## config.mk

```make
export PLATFORM = sky130hd
export DESIGN_NAME = msg_decrypt_engine_flat
export DESIGN_NICKNAME = d
export VERILOG_FILES = /design/src/rtl/msg_crypt_pkg.sv /design/src/rtl/msg_decrypt_engine_if.sv /design/src/rtl/msg_decrypt_engine_lfsr7.sv /design/src/rtl/msg_decrypt_engine.sv /design/src/flat_wrapper.sv
export SDC_FILE = /design/constraint.sdc
export NUM_CORES = 1
export LEC_CHECK = 0
export ABC_AREA = 1
export CORE_ASPECT_RATIO = 1.1
export CORE_MARGIN = 2
export CORE_UTILIZATION = 30
export DETAILED_ROUTE_END_ITERATION = 7
export SLEW_MARGIN = 20
export SYNTH_ARGS = -nofsm -noshare
export SYNTH_HDL_FRONTEND = slang
export SYNTH_HIERARCHICAL = 1
export SYNTH_SLANG_ARGS = --single-unit
```

## constraint.sdc

```tcl
create_clock -name Clk -period 3.7 [get_ports Clk]
set_clock_uncertainty 0.1 [all_clocks]
set_input_delay 0.74 -clock Clk [delete_from_list [all_inputs] [get_ports Clk]]
set_output_delay 0.74 -clock Clk [all_outputs]
set_load 0.02 [all_outputs]
```

## src/rtl/msg_crypt_pkg.sv

```systemverilog
// Shared definitions for the LFSR message cipher: tap table, special
// characters, default memory map and the decryptor state encoding.
package msg_crypt_pkg;

    // Default memory map and block geometry
    localparam int MSG_BASE_DEF = 64;
    localparam int OUT_BASE_DEF = 0;
    localparam int MSG_LEN_DEF  = 64;
    localparam int MIN_PRE_DEF  = 10;

    // Candidate feedback tap patterns, index 0..8
    localparam int NUM_TAPS = 9;
    localparam logic [6:0] LFSR_TAPS [0:NUM_TAPS-1] = '{
        7'h60, 7'h48, 7'h78, 7'h72, 7'h6A, 7'h69, 7'h5C, 7'h7E, 7'h7B
    };

    localparam logic [7:0] SPACE     = 8'h20;
    localparam logic [6:0] SPACE7    = 7'h20;
    localparam logic [7:0] PERR_CHAR = 8'h80;

    typedef enum logic [2:0] {
        ST_IDLE   = 3'd0,
        ST_HDR    = 3'd1,
        ST_SEARCH = 3'd2,
        ST_DEC_RD = 3'd3,
        ST_DEC_WR = 3'd4,
        ST_PAD    = 3'd5,
        ST_DONE   = 3'd6,
        ST_FAIL   = 3'd7
    } state_t;

    // One LFSR step: shift left, feedback is the parity of the tapped bits
    function automatic logic [6:0] lfsr_next(input logic [6:0] s, input logic [6:0] tap);
        return {s[5:0], ^(s & tap)};
    endfunction

endpackage

```

## src/rtl/msg_decrypt_engine_if.sv

```systemverilog
// Control and data-memory bus of the message decryptor.
//
// Start/Ack convention: the controller holds Start=1 while the engine is
// idle; a 1->0 transition launches one run. The engine raises Ack (and Fail
// when no tap pattern matched) at the end of the run and holds it until
// Start returns to 1. Start changes during a run are ignored. Memory is a
// single shared port: Mem_Addr selects the location, Mem_WrEn writes
// Mem_WrData in that cycle, Mem_RdData returns the addressed byte one cycle
// later.
interface msg_decrypt_engine_if;
    import msg_crypt_pkg::*;

    logic       Start;
    logic       Ack;
    logic       Fail;
    logic [7:0] Mem_Addr;
    logic [7:0] Mem_RdData;
    logic       Mem_WrEn;
    logic [7:0] Mem_WrData;
    logic [3:0] Tap_Sel;
    logic [6:0] Lfsr_Init;
    logic [6:0] Parity_Errs;
    state_t     Dbg_State;

    // Engine side
    modport master (
        input  Start, Mem_RdData,
        output Ack, Fail, Mem_Addr, Mem_WrEn, Mem_WrData,
               Tap_Sel, Lfsr_Init, Parity_Errs, Dbg_State
    );

    // Controller / memory side
    modport slave (
        output Start, Mem_RdData,
        input  Ack, Fail, Mem_Addr, Mem_WrEn, Mem_WrData,
               Tap_Sel, Lfsr_Init, Parity_Errs, Dbg_State
    );

endinterface

```

## src/rtl/msg_decrypt_engine_lfsr7.sv

```systemverilog
// 7-bit Fibonacci-style LFSR with load and step controls. Load wins over
// step. The combinational next value is exported so the caller can compare
// against it before committing the step.
module lfsr7
    import msg_crypt_pkg::*;
(
    input  logic       clk,
    input  logic       rst_n,
    input  logic       load,
    input  logic       step,
    input  logic [6:0] seed,
    input  logic [6:0] tap,
    output logic [6:0] value,
    output logic [6:0] value_next
);

    assign value_next = lfsr_next(value, tap);

    // LFSR state: reload from seed or advance one step
    always_ff @(posedge clk or negedge rst_n) begin
        if (!rst_n) begin
            value <= 7'd0;
        end else if (load) begin
            value <= seed;
        end else if (step) begin
            value <= value_next;
        end
    end

endmodule

```

## src/rtl/msg_decrypt_engine.sv

```systemverilog
// Hardware decryptor for the LFSR-XOR/parity cipher. Reads the encrypted
// block, recovers seed and tap pattern from the known space preamble,
// decrypts with parity checking, strips leading spaces and writes the
// plaintext back space-padded.
module msg_decrypt_engine
    import msg_crypt_pkg::*;
#(
    parameter int MSG_BASE = MSG_BASE_DEF,
    parameter int OUT_BASE = OUT_BASE_DEF,
    parameter int MSG_LEN  = MSG_LEN_DEF,
    parameter int MIN_PRE  = MIN_PRE_DEF
) (
    input  logic                 Clk,
    input  logic                 Reset,
    msg_decrypt_engine_if.master bus
);

    localparam logic [7:0] MSG_BASE_A = 8'(MSG_BASE);
    localparam logic [7:0] OUT_BASE_A = 8'(OUT_BASE);
    localparam logic [6:0] LEN_END    = 7'(MSG_LEN);
    localparam logic [6:0] LEN_LAST   = 7'(MSG_LEN - 1);
    localparam logic [3:0] PRE_END    = 4'(MIN_PRE);
    localparam logic [3:0] PRE_LAST   = 4'(MIN_PRE - 1);
    localparam logic [3:0] TAP_LAST   = 4'(NUM_TAPS - 1);

    state_t     state;
    state_t     state_next;
    logic       start_q;

    // Header capture and tap search
    logic [3:0] hdr_cnt;
    logic [6:0] pre_buf [MIN_PRE];
    logic [3:0] cand_k;
    logic [3:0] cand_i;

    // Decrypt / pad pointers
    logic [6:0] byte_n;
    logic [6:0] out_ptr;
    logic       strip_on;

    // Result registers
    logic [3:0] tap_sel_q;
    logic [6:0] lfsr_init_q;
    logic [6:0] perr_cnt;

    // LFSR control and datapath decode
    logic       lfsr_load;
    logic       lfsr_step;
    logic [6:0] lfsr_seed;
    logic [6:0] lfsr_tap;
    logic [6:0] lfsr_val;
    logic [6:0] lfsr_nxt;
    logic [6:0] hdr_seed;
    logic       launch;
    logic       cand_ok;
    logic       cand_last;
    logic       par_err;
    logic [7:0] dec_char;
    logic       dec_skip;

    // Single LFSR shared by the tap search and the decrypt pass
    lfsr7 u_lfsr (
        .clk        (Clk),
        .rst_n      (Reset),
        .load       (lfsr_load),
        .step       (lfsr_step),
        .seed       (lfsr_seed),
        .tap        (lfsr_tap),
        .value      (lfsr_val),
        .value_next (lfsr_nxt)
    );

    // Datapath decode: launch edge, candidate compare, byte decryption
    always_comb begin
        hdr_seed  = pre_buf[0] ^ SPACE7;
        launch    = start_q && !bus.Start;
        lfsr_tap  = (state == ST_SEARCH) ? LFSR_TAPS[cand_k] : LFSR_TAPS[tap_sel_q];
        cand_ok   = (pre_buf[cand_i] ^ lfsr_nxt) == SPACE7;
        cand_last = (cand_i == PRE_LAST);
        par_err   = bus.Mem_RdData[7] != ^bus.Mem_RdData[6:0];
        dec_char  = par_err ? PERR_CHAR : {1'b0, bus.Mem_RdData[6:0] ^ lfsr_val};
        dec_skip  = strip_on && (dec_char == SPACE);
    end

    // FSM state register; reset aborts any run immediately
    always_ff @(posedge Clk or negedge Reset) begin
        if (!Reset) begin
            state <= ST_IDLE;
        end else begin
            state <= state_next;
        end
    end

    // FSM next-state logic
    always_comb begin
        state_next = state;
        case (state)
            ST_IDLE:   if (launch) state_next = ST_HDR;
            ST_HDR:    if (hdr_cnt == PRE_END) state_next = ST_SEARCH;
            ST_SEARCH: begin
                if (cand_ok && cand_last) begin
                    state_next = ST_DEC_RD;
                end else if (!cand_ok && (cand_k == TAP_LAST)) begin
                    state_next = ST_FAIL;
                end
            end
            ST_DEC_RD: state_next = ST_DEC_WR;
            ST_DEC_WR: state_next = (byte_n == LEN_LAST) ? ST_PAD : ST_DEC_RD;
            ST_PAD:    if (out_ptr >= LEN_LAST) state_next = ST_DONE;
            ST_DONE,
            ST_FAIL:   if (bus.Start) state_next = ST_IDLE;
            default:   state_next = ST_IDLE;
        endcase
    end

    // FSM outputs: memory port mux, handshake flags, LFSR control
    always_comb begin
        bus.Mem_Addr   = 8'd0;
        bus.Mem_WrEn   = 1'b0;
        bus.Mem_WrData = 8'd0;
        bus.Ack        = 1'b0;
        bus.Fail       = 1'b0;
        lfsr_load      = 1'b0;
        lfsr_step      = 1'b0;
        lfsr_seed      = lfsr_init_q;
        case (state)
            ST_HDR: begin
                bus.Mem_Addr = MSG_BASE_A + {4'd0, hdr_cnt};
                if (hdr_cnt == PRE_END) begin
                    // Seed is not yet registered in Lfsr_Init on this cycle
                    lfsr_load = 1'b1;
                    lfsr_seed = hdr_seed;
                end
            end
            ST_SEARCH: begin
                // Advance while the candidate keeps matching; otherwise
                // restart from the seed for the next candidate or for DEC
                if (cand_ok && !cand_last) begin
                    lfsr_step = 1'b1;
                end else begin
                    lfsr_load = 1'b1;
                end
            end
            ST_DEC_RD: begin
                bus.Mem_Addr = MSG_BASE_A + {1'b0, byte_n};
            end
            ST_DEC_WR: begin
                bus.Mem_Addr   = OUT_BASE_A + {1'b0, out_ptr};
                bus.Mem_WrEn   = !dec_skip;
                bus.Mem_WrData = dec_char;
                lfsr_step      = 1'b1;
            end
            ST_PAD: begin
                bus.Mem_Addr   = OUT_BASE_A + {1'b0, out_ptr};
                bus.Mem_WrEn   = (out_ptr != LEN_END);
                bus.Mem_WrData = SPACE;
            end
            ST_DONE: begin
                bus.Ack = 1'b1;
            end
            ST_FAIL: begin
                bus.Ack  = 1'b1;
                bus.Fail = 1'b1;
            end
            default: ;
        endcase
    end

    // Counters, pointers and result registers
    always_ff @(posedge Clk or negedge Reset) begin
        if (!Reset) begin
            start_q     <= 1'b0;
            hdr_cnt     <= 4'd0;
            cand_k      <= 4'd0;
            cand_i      <= 4'd1;
            byte_n      <= 7'd0;
            out_ptr     <= 7'd0;
            strip_on    <= 1'b1;
            tap_sel_q   <= 4'd0;
            lfsr_init_q <= 7'd0;
            perr_cnt    <= 7'd0;
        end else begin
            start_q <= bus.Start;
            case (state)
                ST_IDLE: begin
                    hdr_cnt  <= 4'd0;
                    cand_k   <= 4'd0;
                    cand_i   <= 4'd1;
                    byte_n   <= 7'd0;
                    out_ptr  <= 7'd0;
                    strip_on <= 1'b1;
                    perr_cnt <= 7'd0;
                end
                ST_HDR: begin
                    hdr_cnt <= hdr_cnt + 4'd1;
                    if (hdr_cnt == PRE_END) begin
                        lfsr_init_q <= hdr_seed;
                    end
                end
                ST_SEARCH: begin
                    if (cand_ok) begin
                        if (cand_last) begin
                            tap_sel_q <= cand_k;
                        end else begin
                            cand_i <= cand_i + 4'd1;
                        end
                    end else begin
                        cand_k <= cand_k + 4'd1;
                        cand_i <= 4'd1;
                    end
                end
                ST_DEC_WR: begin
                    byte_n <= byte_n + 7'd1;
                    if (par_err && (perr_cnt != 7'h7F)) begin
                        perr_cnt <= perr_cnt + 7'd1;
                    end
                    if (!dec_skip) begin
                        out_ptr  <= out_ptr + 7'd1;
                        strip_on <= 1'b0;
                    end
                end
                ST_PAD: begin
                    if (out_ptr != LEN_END) begin
                        out_ptr <= out_ptr + 7'd1;
                    end
                end
                default: ;
            endcase
        end
    end

    // Preamble buffer: byte c-1 arrives while hdr_cnt == c (registered read)
    always_ff @(posedge Clk) begin
        if ((state == ST_HDR) && (hdr_cnt != 4'd0)) begin
            pre_buf[hdr_cnt - 4'd1] <= bus.Mem_RdData[6:0];
        end
    end

    assign bus.Tap_Sel     = tap_sel_q;
    assign bus.Lfsr_Init   = lfsr_init_q;
    assign bus.Parity_Errs = perr_cnt;
    assign bus.Dbg_State   = state;

endmodule

```

## src/flat_wrapper.sv

```systemverilog
// flat-port wrapper written by rule: the top's interface ports become plain ports
module msg_decrypt_engine_flat import msg_crypt_pkg::*;
#(
    parameter int MSG_BASE = MSG_BASE_DEF,
    parameter int OUT_BASE = OUT_BASE_DEF,
    parameter int MSG_LEN  = MSG_LEN_DEF,
    parameter int MIN_PRE  = MIN_PRE_DEF
)
  (Clk, Reset, bus_Start, bus_Mem_RdData, bus_Ack, bus_Fail, bus_Mem_Addr, bus_Mem_WrEn, bus_Mem_WrData, bus_Tap_Sel, bus_Lfsr_Init, bus_Parity_Errs, bus_Dbg_State);
  msg_decrypt_engine_if bus_i ();
  input  logic Clk;
  input  logic Reset;
  input wire logic [$bits(bus_i.Start)-1:0] bus_Start;
  input wire logic [$bits(bus_i.Mem_RdData)-1:0] bus_Mem_RdData;
  output wire logic [$bits(bus_i.Ack)-1:0] bus_Ack;
  output wire logic [$bits(bus_i.Fail)-1:0] bus_Fail;
  output wire logic [$bits(bus_i.Mem_Addr)-1:0] bus_Mem_Addr;
  output wire logic [$bits(bus_i.Mem_WrEn)-1:0] bus_Mem_WrEn;
  output wire logic [$bits(bus_i.Mem_WrData)-1:0] bus_Mem_WrData;
  output wire logic [$bits(bus_i.Tap_Sel)-1:0] bus_Tap_Sel;
  output wire logic [$bits(bus_i.Lfsr_Init)-1:0] bus_Lfsr_Init;
  output wire logic [$bits(bus_i.Parity_Errs)-1:0] bus_Parity_Errs;
  output wire logic [$bits(bus_i.Dbg_State)-1:0] bus_Dbg_State;
  assign bus_i.Start = bus_Start;
  assign bus_i.Mem_RdData = bus_Mem_RdData;
  assign bus_Ack = bus_i.Ack;
  assign bus_Fail = bus_i.Fail;
  assign bus_Mem_Addr = bus_i.Mem_Addr;
  assign bus_Mem_WrEn = bus_i.Mem_WrEn;
  assign bus_Mem_WrData = bus_i.Mem_WrData;
  assign bus_Tap_Sel = bus_i.Tap_Sel;
  assign bus_Lfsr_Init = bus_i.Lfsr_Init;
  assign bus_Parity_Errs = bus_i.Parity_Errs;
  assign bus_Dbg_State = bus_i.Dbg_State;
  msg_decrypt_engine #(.MSG_BASE(MSG_BASE), .OUT_BASE(OUT_BASE), .MSG_LEN(MSG_LEN), .MIN_PRE(MIN_PRE)) u_core (.Clk(Clk), .Reset(Reset), .bus(bus_i));
endmodule
```

==> metrics, run 1 <==
vias per std cell=4.64; Peak VDD IR=391 uV; Die ar.=25000 sq um; Slew HR=0.428; Crit-path slowest cell=clkdlybuf4s50_1; Slowest Stage Delay on Critical Path=0.65 ns; H-tree depth=4; chip width=151 um; first-pass GRT wire length=28900 um; CP delay by family, top=buffers and inverters; final WL=18200 um; sequential area share after synthesis=0.493; met1 WL=7870 um; LEAKAGE=0.00397 uW; total number of vias=5750; slack of the critical path=0.110 ns; Tmin final=3.59 ns; clk root buf=clkbuf_16; dominant synthesized flop cell=edfxtp_1; remaining antenna violation count=0; diode count=0; Sink Count=126; critical path's most frequent cell=nor2_2; HPWL after DPL=13100 um; Post-synth EDFFs=70; R2R depth=23; commonest non-fill, non-tap cell in the layout=nand2_1; layout cells sized above 1=0.143; routed wl met3=745 um; Power Density=584 nW/um^2; die height=166 um; DP Worst Slack=0.0165 ns; Routability Congestion=0.870; commonest cells after routing, fill and taps aside=237 x nand2_1, 112 x inv_1, 99 x nand3_1; Synth Cell Area=7120 sq um; Core Rows=59; Net Count, Synth=876; top post-synthesis cells by area=edfxtp_1 30%, dfrtp_1 19%, nand2_1 13%; P&R area growth vs syn=21.5%; YS warnings=6; Startpoint Class=flop; cells after synthesis=846; average cell area after synthesis=8.41 sq um; total gr overflow=0; Starting Density=0.303; crit path cell chain=buf_4, nor2_2, inv_2, nor2_2, inv_1, nand2_2, nand2_1, o221ai_1, clkdlybuf4s50_1; RSZ-0062 raised after global routing=no; Final setup viols=0; vias in the first global route=5441; Worst Path Required=2.86 ns; Core Footprint=23500 sq um; clock slew at reported path FFs=0.06 ns; I/O Pins=51; Async S/R FF share, synth=0.444; max_cap viols=0; Final Hold Fails=0; slew at the pin closest to its max-slew limit=0.854 ns; status=complete, no violations; total CTS buffers=17; number of synthesized register bits=126; Final period util=0.970; clk_lat worst skew=0.41 ns; synth unique cells=49; drt wl/cell=14.7 um; critical path class=reg2out; DR top layer=met4; Peak Freq=279 MHz; Synth top area share=0.295; gr usage total=0.152; Tightest Hold Check Type=in2async; cell count along the critical path=9; largest net degree at the start of global routing=39; DR DRC count=0; fin nets=950; first-pass detailed-route iteration total=5; Clock Path Buffers=2; Buffers on Ports=50; 1st-iter DRT viols=474; crit path capture type=primary output; CTS tree=done; crit path DAT=2.75 ns; Bufs and invs on worst path=4; WL met2=9040 um; critical path fanouts, max=9; largest area contributor in the netlist=edfxtp_1; Slew Viols, Final=0; antenna violations before repair=0; Final TNS setup=0 ns
[through the flow]
stage,power (uW),instances,area (sq um),utilization,hold WS [ns]
2_1_floorplan,3000,846,7120,-,0.342
6_report,5050,1238,8650,0.368,0.290
3_3_place_gp,3450,1204,8010,0.341,0.352
5_1_grt,5380,1238,8650,0.368,0.340
4_1_cts,5060,1236,8570,0.365,0.299
3_5_place_dp,3460,1204,8010,0.341,0.361
[state kept, by name (all words and copies together), names as in the netlist]
register and count:
u_core/pre_buf 70, u_core/bus.Lfsr_Init 7, u_core/bus.Parity_Errs 7, u_core/byte_n 7, u_core/out_ptr 7, u_core/u_lfsr/value 7, u_core/bus.Tap_Sel 4, u_core/cand_i 4
u_core/cand_k 4, u_core/hdr_cnt 4, u_core/bus.Dbg_State 3, u_core/start_q 1, u_core/strip_on 1
[routing by layer]
| metal | vias to the layer above | track usage |
|---|---|---|
| li1 | 2890 | - |
| met4 | 0 | 0.0641 |
| met3 | 35 | 0.0258 |
| met2 | 143 | 0.257 |
| met5 | - | 0 |
| met1 | 2682 | 0.193 |
[synthesized netlist by cell type (3+ instances only)]
library cell and count:
a21oi_1 18, a31oi_1 3, buf_2 8, buf_4 7
buf_6 7, clkbuf_1 4, dfrtp_1 54, edfxtp_1 70
ha_1 19, inv_1 113, inv_2 11, nand2_1 238
nand2_2 18, nand3_1 99, nand3_2 9, nand4_1 5
nor2_1 44, nor2_2 6, nor3_1 13, o21ai_0 22
o21ai_1 10, o221ai_1 5, o22ai_1 5, or2_2 3
xnor2_1 12, xor2_1 11
[kinds of logic after synthesis]
kind of cell / share of synthesized area
simple gates: 0.284
buf+inv: 0.0983
flops: 0.493
compound gates: 0.0628
xor+xnor: 0.0283
fa+ha+maj: 0.0334
other cells: 0.000527
[where the power goes]
group / internal, uW / switching (uW) / total, uW
registers: 1590 / 72.0 / 1660
logic: 584 / 1220 / 1800
clock network: 888 / 693 / 1580
total: 3060 / 1990 / 5050
[path summary, 6_finish.rpt]
path	start	endpoint	slack, ns
max in group asynchronous	Reset	u_core/byte_n[2]$_DFFE_PN0P_	2.38
worst min-delay path	Reset	u_core/bus.Parity_Errs[5]$_DFFE_PN0P_	0.29
worst min register to register	u_core/strip_on$_DFFE_PN1P_	u_core/strip_on$_DFFE_PN1P_	0.37
worst max register to register	u_core/cand_k[0]$_DFFE_PN0P_	u_core/u_lfsr/value[1]$_DFFE_PN0P_	0.35
min in group Clk	u_core/strip_on$_DFFE_PN1P_	u_core/strip_on$_DFFE_PN1P_	0.37
worst max-delay path	u_core/bus.Dbg_State[1]$_DFFE_PN0P_	bus_Mem_Addr[2]	0.11
[cell type report]
| class | count | area (sq um) |
|---|---|---|
| clock buffers | 17 | 425 |
| clock inverters | 15 | 138 |
| fillers | 2397 | 14800 |
| inverters | 127 | 483 |
| multi-input cells | 565 | 2940 |
| flip-flops and latches | 126 | 3510 |
| well taps | 305 | 382 |
| repair buffers | 83 | 771 |
[repair_timing]
action,in CTS,in global routing
setup buffers,0,2
gates resized for setup,0,18
hold endpoints to repair,0,0
endpoints found under the setup margin,0,19
hold buffers,0,0
Note: power is estimated with default switching activity, not from simulation.
==> inputs of run 2 (changes only) <==
--- a/config.mk
+++ b/config.mk
@@ -10,6 +10,7 @@
 export CORE_MARGIN = 2
 export CORE_UTILIZATION = 30
 export DETAILED_ROUTE_END_ITERATION = 7
+export RECOVER_POWER = 25
 export SLEW_MARGIN = 20
 export SYNTH_ARGS = -nofsm -noshare
 export SYNTH_HDL_FRONTEND = slang
==> metrics, run 2 (same netlist as run 1, synthesis figures left out) <==
status=complete, but fails checks; failing checks=max-capacitance violations, max-slew violations; CP startpoint=u_core/bus.Dbg_State[1]$_DFFE_PN0P_; total power draw=5050 uW; 1st-iter DRT viols=423; commonest non-fill, non-tap cell in the layout=nand2_1; commonest cells after routing, fill and taps aside=237 x nand2_1, 112 x inv_1, 99 x nand3_1; HPWL after DPL=13100 um; Final setup viols=0; critical path fanouts, max=9; post-route cell area=8630 sq um; Worst Setup EP=bus_Mem_Addr[2]; Gate power share=0.357; total CTS buffers=17; die height=166 um; critical path's most frequent cell=nor2_2; layout cells sized above 1=0.137; Die ar.=25000 sq um; CTS tree=done; DR DRC count=0; switching share of power=0.394; Cells after DPL=1204; Routability Congestion=0.870; Core Rows=59; NetSw=1990 uW; crit path cell chain=buf_4, nor2_2, inv_2, nor2_2, inv_1, nand2_2, nand2_1, o221ai_1, clkdlybuf4s50_1; Buffers on Ports=50; clk_lat worst skew=0.41 ns; P&R area growth vs syn=21.2%; Bufs and invs on worst path=4; Peak VDD IR=391 uV; Clock Path Buffers=2; Non-Filler Instances=1238; multi-input logic area=2940 sq um; total gr overflow=0; Largest register FFs=70; clock share of power=0.313; I/O Pins=51; clock slew at reported path FFs=0.06 ns; crit path capture type=primary output; Slew HR=-0.190; drt wl/cell=14.7 um; Peak Freq=280 MHz; Slew Viols, Final=32; Final TNS setup=0 ns; slew at the pin closest to its max-slew limit=1.79 ns; clk root buf=clkbuf_16; RSZ-0062 raised after global routing=no; Power Density=585 nW/um^2; Sink Count=126; final WL=18300 um; crit path DAT=2.73 ns; fin nets=950; sequential fraction of design power=0.330; internal power=3060 uW; Crit-path slowest cell=clkdlybuf4s50_1; antenna violations before repair=1; Largest Register=u_core/pre_buf; gr usage total=0.152; vias per std cell=4.66; Core Footprint=23500 sq um; critical path class=reg2out; chip width=151 um; R2R depth=23; first-pass GRT wire length=28900 um; max_cap viols=1; placed cell areas=8010 sq um; Startpoint Class=flop; vias in the first global route=5441; cell count along the critical path=9; Slowest Stage Delay on Critical Path=0.65 ns; area taken by flip-flops and latches=3510 sq um; Starting Density=0.303; total number of vias=5763; diode count=0; H-tree depth=4; remaining antenna violation count=0; Final period util=0.965; CP delay by family, top=buffers and inverters; Critical R2R Launch=u_core/cand_k[0]$_DFFE_PN0P_; first-pass detailed-route iteration total=5; Worst Path Required=2.86 ns; largest net degree at the start of global routing=39; Tmin final=3.57 ns; Final Hold Fails=0; R2R setup slack=0.35 ns; layout filler cell count=2403; Tightest Hold Check Type=reg2reg; reg2reg end=u_core/u_lfsr/value[1]$_DFFE_PN0P_; LEAKAGE=0.00395 uW
==> run 2: routing by layer <==
layer | global-route usage | vias up | share of wire
met4 | 0.0641 | 0 | 0.034
met1 | 0.193 | 2692 | 0.44
met5 | 0 | - | 0
met2 | 0.257 | 139 | 0.49
li1 | - | 2893 | -
met3 | 0.0258 | 39 | 0.038
==> run 2: worst register-to-register path: stages, from the launching register on <==
cell and delay, ns:
dfrtp_1 0.41, inv_1 0.17, ha_1 0.29, nand2_1 0.08, a21oi_1 0.08, a31oi_2 0.19
nand2_2 0.09, xnor2_1 0.16, nand2_1 0.08, nand2_1 0.06, nand2_1 0.06, and2_1 0.17
nand3b_1 0.15, nand2_1 0.10, nand3_2 0.10, inv_2 0.09, nand2_4 0.09, o21ai_0 0.21
nand2_2 0.16, inv_1 0.09, nand2_1 0.06, inv_2 0.12, nand2_1 0.07, nand3_1 0.08
==> run 2: power groups by stage <==
stage	logic (uW)	registers, uW	clock network [uW]
floorplan	1280	1720	0
global placement	1760	1690	0
detailed placement	1770	1690	0
CTS	1790	1660	1610
global route	2030	1670	1670
finish	1800	1660	1580
==> run 2: worst min-delay path by stage <==
stage,depth (start not counted),start,slack [ns],endpoint
final,2,u_core/strip_on$_DFFE_PN1P_,0.37,u_core/strip_on$_DFFE_PN1P_
after global routing,2,u_core/strip_on$_DFFE_PN1P_,0.40,u_core/strip_on$_DFFE_PN1P_
after CTS,1,Reset,0.30,u_core/bus.Parity_Errs[5]$_DFFE_PN0P_
after detailed placement,2,u_core/strip_on$_DFFE_PN1P_,0.36,u_core/strip_on$_DFFE_PN1P_
after global placement,2,u_core/strip_on$_DFFE_PN1P_,0.35,u_core/strip_on$_DFFE_PN1P_
after floorplan,0,Reset,0.34,u_core/bus.Dbg_State[0]$_DFFE_PN0P_
==> run 2: stage by stage <==
step	utilization	hold slack, ns	worst slack, ns
2_1_floorplan	-	0.342	0.260
3_3_place_gp	0.341	0.352	0.0311
3_5_place_dp	0.341	0.361	0.0165
4_1_cts	0.365	0.299	0.00705
5_1_grt	0.368	0.396	0.0113
6_report	0.368	0.373	0.128
==> run 2: final cells by class <==
class / instances / share of cell area
clock buffers: 17 / 0.0493
clock inverters: 15 / 0.0159
inverters: 127 / 0.0560
multi-input cells: 565 / 0.341
flip-flops and latches: 126 / 0.406
well taps: 305 / 0.0442
repair buffers: 83 / 0.0874
==> run 2: timing repair <==
action,4_1_cts,5_1_grt
hold buffers,0,0
endpoints found under the hold margin,0,0
buffers inserted,0,2
setup endpoints to repair,0,19
gates resized for setup,0,18
==> inputs of run 3 (changes only) <==
--- a/config.mk
+++ b/config.mk
@@ -11,6 +11,7 @@
 export CORE_UTILIZATION = 30
 export DETAILED_ROUTE_END_ITERATION = 7
 export RECOVER_POWER = 25
+export SETUP_SLACK_MARGIN = 0.2
 export SLEW_MARGIN = 20
 export SYNTH_ARGS = -nofsm -noshare
 export SYNTH_HDL_FRONTEND = slang
==> metrics, run 3 (same netlist as run 1, synthesis figures left out) <==
status=complete, but fails checks; failing checks=max-capacitance violations, max-slew violations; Crit-path slowest cell=dlygate4sd3_1; 1st-iter DRT viols=472; Final setup viols=0; Final Hold Fails=0; LEAKAGE=0.00391 uW; vias per std cell=4.65; Die ar.=25000 sq um; R2R depth=23; Routability Congestion=0.870; crit path cell chain=dlygate4sd3_1, clkbuf_1, nand2_1, a21oi_4, nand2_1, nand2_1, dlygate4sd2_1; placed cell areas=8010 sq um; clk_lat worst skew=0.41 ns; Core Rows=59; RSZ-0062 raised after global routing=yes; P&R area growth vs syn=21.4%; Non-Filler Instances=1238; diode count=0; Slew HR=-0.176; cell count along the critical path=7; largest net degree at the start of global routing=39; first-pass GRT wire length=28900 um; Layout Utilization=0.368; Power Density=584 nW/um^2; Slowest Stage Delay on Critical Path=0.59 ns; fin nets=950; die height=166 um; Buffers on Ports=50; crit path capture type=primary output; multi-input logic area=2990 sq um; max_cap viols=1; Sink Count=126; crit path DAT=2.64 ns; Worst Path Required=2.86 ns; Slew Viols, Final=32; gr usage total=0.152; Cells after DPL=1204; DP Worst Slack=0.0165 ns; Final period util=0.941; CP delay by family, top=buffers and inverters; critical path's most frequent cell=nand2_1; total gr overflow=0; vias in the first global route=5440; layout filler cell count=2399; area taken by flip-flops and latches=3510 sq um; H-tree depth=4; HPWL after DPL=13100 um; Clock Path Buffers=2; Starting Density=0.303; Peak Freq=287 MHz; commonest non-fill, non-tap cell in the layout=nand2_1; chip width=151 um; critical path fanouts, max=12; CTS tree=done; drt wl/cell=14.7 um; Final TNS setup=0 ns; DR DRC count=0; remaining antenna violation count=0; worst hold path depth=2; Largest Register=u_core/pre_buf; Tmin final=3.48 ns; total number of vias=5754; critical path class=in2out; final WL=18200 um; total CTS buffers=17; clk root buf=clkbuf_16; post-route cell area=8640 sq um; antenna violations before repair=1; first-pass detailed-route iteration total=5; slack of the critical path=0.220 ns; Core Footprint=23500 sq um; I/O Pins=51; slew at the pin closest to its max-slew limit=1.76 ns; Peak VDD IR=391 uV; Startpoint Class=input pin; commonest cells after routing, fill and taps aside=235 x nand2_1, 111 x inv_1, 99 x nand3_1; Tightest Hold Check Type=reg2reg; layout cells sized above 1=0.148; clock slew at reported path FFs=0.06 ns; Largest register FFs=70; Bufs and invs on worst path=3
==> run 3: changes by cell type in the layout (fill, tap and decap cells not counted), sizes merged <==
cell / change
dlymetal6s2s: -6
dlygate4sd2: +9
clkbuf: +2
clkdlybuf4s50: -5
==> run 3: cell type report <==
type,count,share of cell area
multi-input combinational,565,0.346
clock buffer,17,0.0492
sequential,126,0.406
timing repair buffer,83,0.0831
inverter,127,0.0559
tap,305,0.0442
clock inverter,15,0.0159
==> run 3: power by group <==
part           internal [uW]  switching (uW)
registers               1590            73.7
clock network            888             688
logic                    574            1230
==> run 3: routing by layer <==
metal / global-route usage / part of all wire / vias up
li1: - / - / 2892
met1: 0.193 / 0.43 / 2686
met2: 0.258 / 0.50 / 144
met3: 0.0258 / 0.041 / 32
met4: 0.0633 / 0.029 / 0
met5: 0 / 0 / -
==> run 3: path summary, 6_finish.rpt <==
kind / from / to / slack (ns)
min reg2reg: u_core/strip_on$_DFFE_PN1P_ / u_core/strip_on$_DFFE_PN1P_ / 0.37
max reg2reg: u_core/cand_k[0]$_DFFE_PN0P_ / u_core/u_lfsr/value[2]$_DFFE_PN0P_ / 0.47
min: u_core/strip_on$_DFFE_PN1P_ / u_core/strip_on$_DFFE_PN1P_ / 0.37
min in group asynchronous: Reset / u_core/bus.Parity_Errs[5]$_DFFE_PN0P_ / 0.69
max in group asynchronous: Reset / u_core/byte_n[5]$_DFFE_PN0P_ / 1.63
max: bus_Mem_RdData[5] / bus_Mem_WrData[5] / 0.22
==> run 3: per-stage QoR <==
step | hold slack (ns) | total power [uW]
detailed placement | 0.361 | 3460
finish | 0.371 | 5040
global placement | 0.352 | 3450
global route | 0.396 | 5390
CTS | 0.299 | 5050
floorplan | 0.342 | 3000
==> run 3: what timing repair did <==
item / 4_1_cts / 5_1_grt
buffers inserted: 0 / 2
cloned: 0 / 0
setup endpoints to repair: 23 / 19
hold buffers: 0 / 0
resized for setup: 15 / 23
pin swaps: 0 / 0
==> run 3: worst min-delay path, stage by stage, from the launching register on <==
cell     delay, ns
dfstp_2       0.37
nand2_1       0.06
nand2_1       0.04
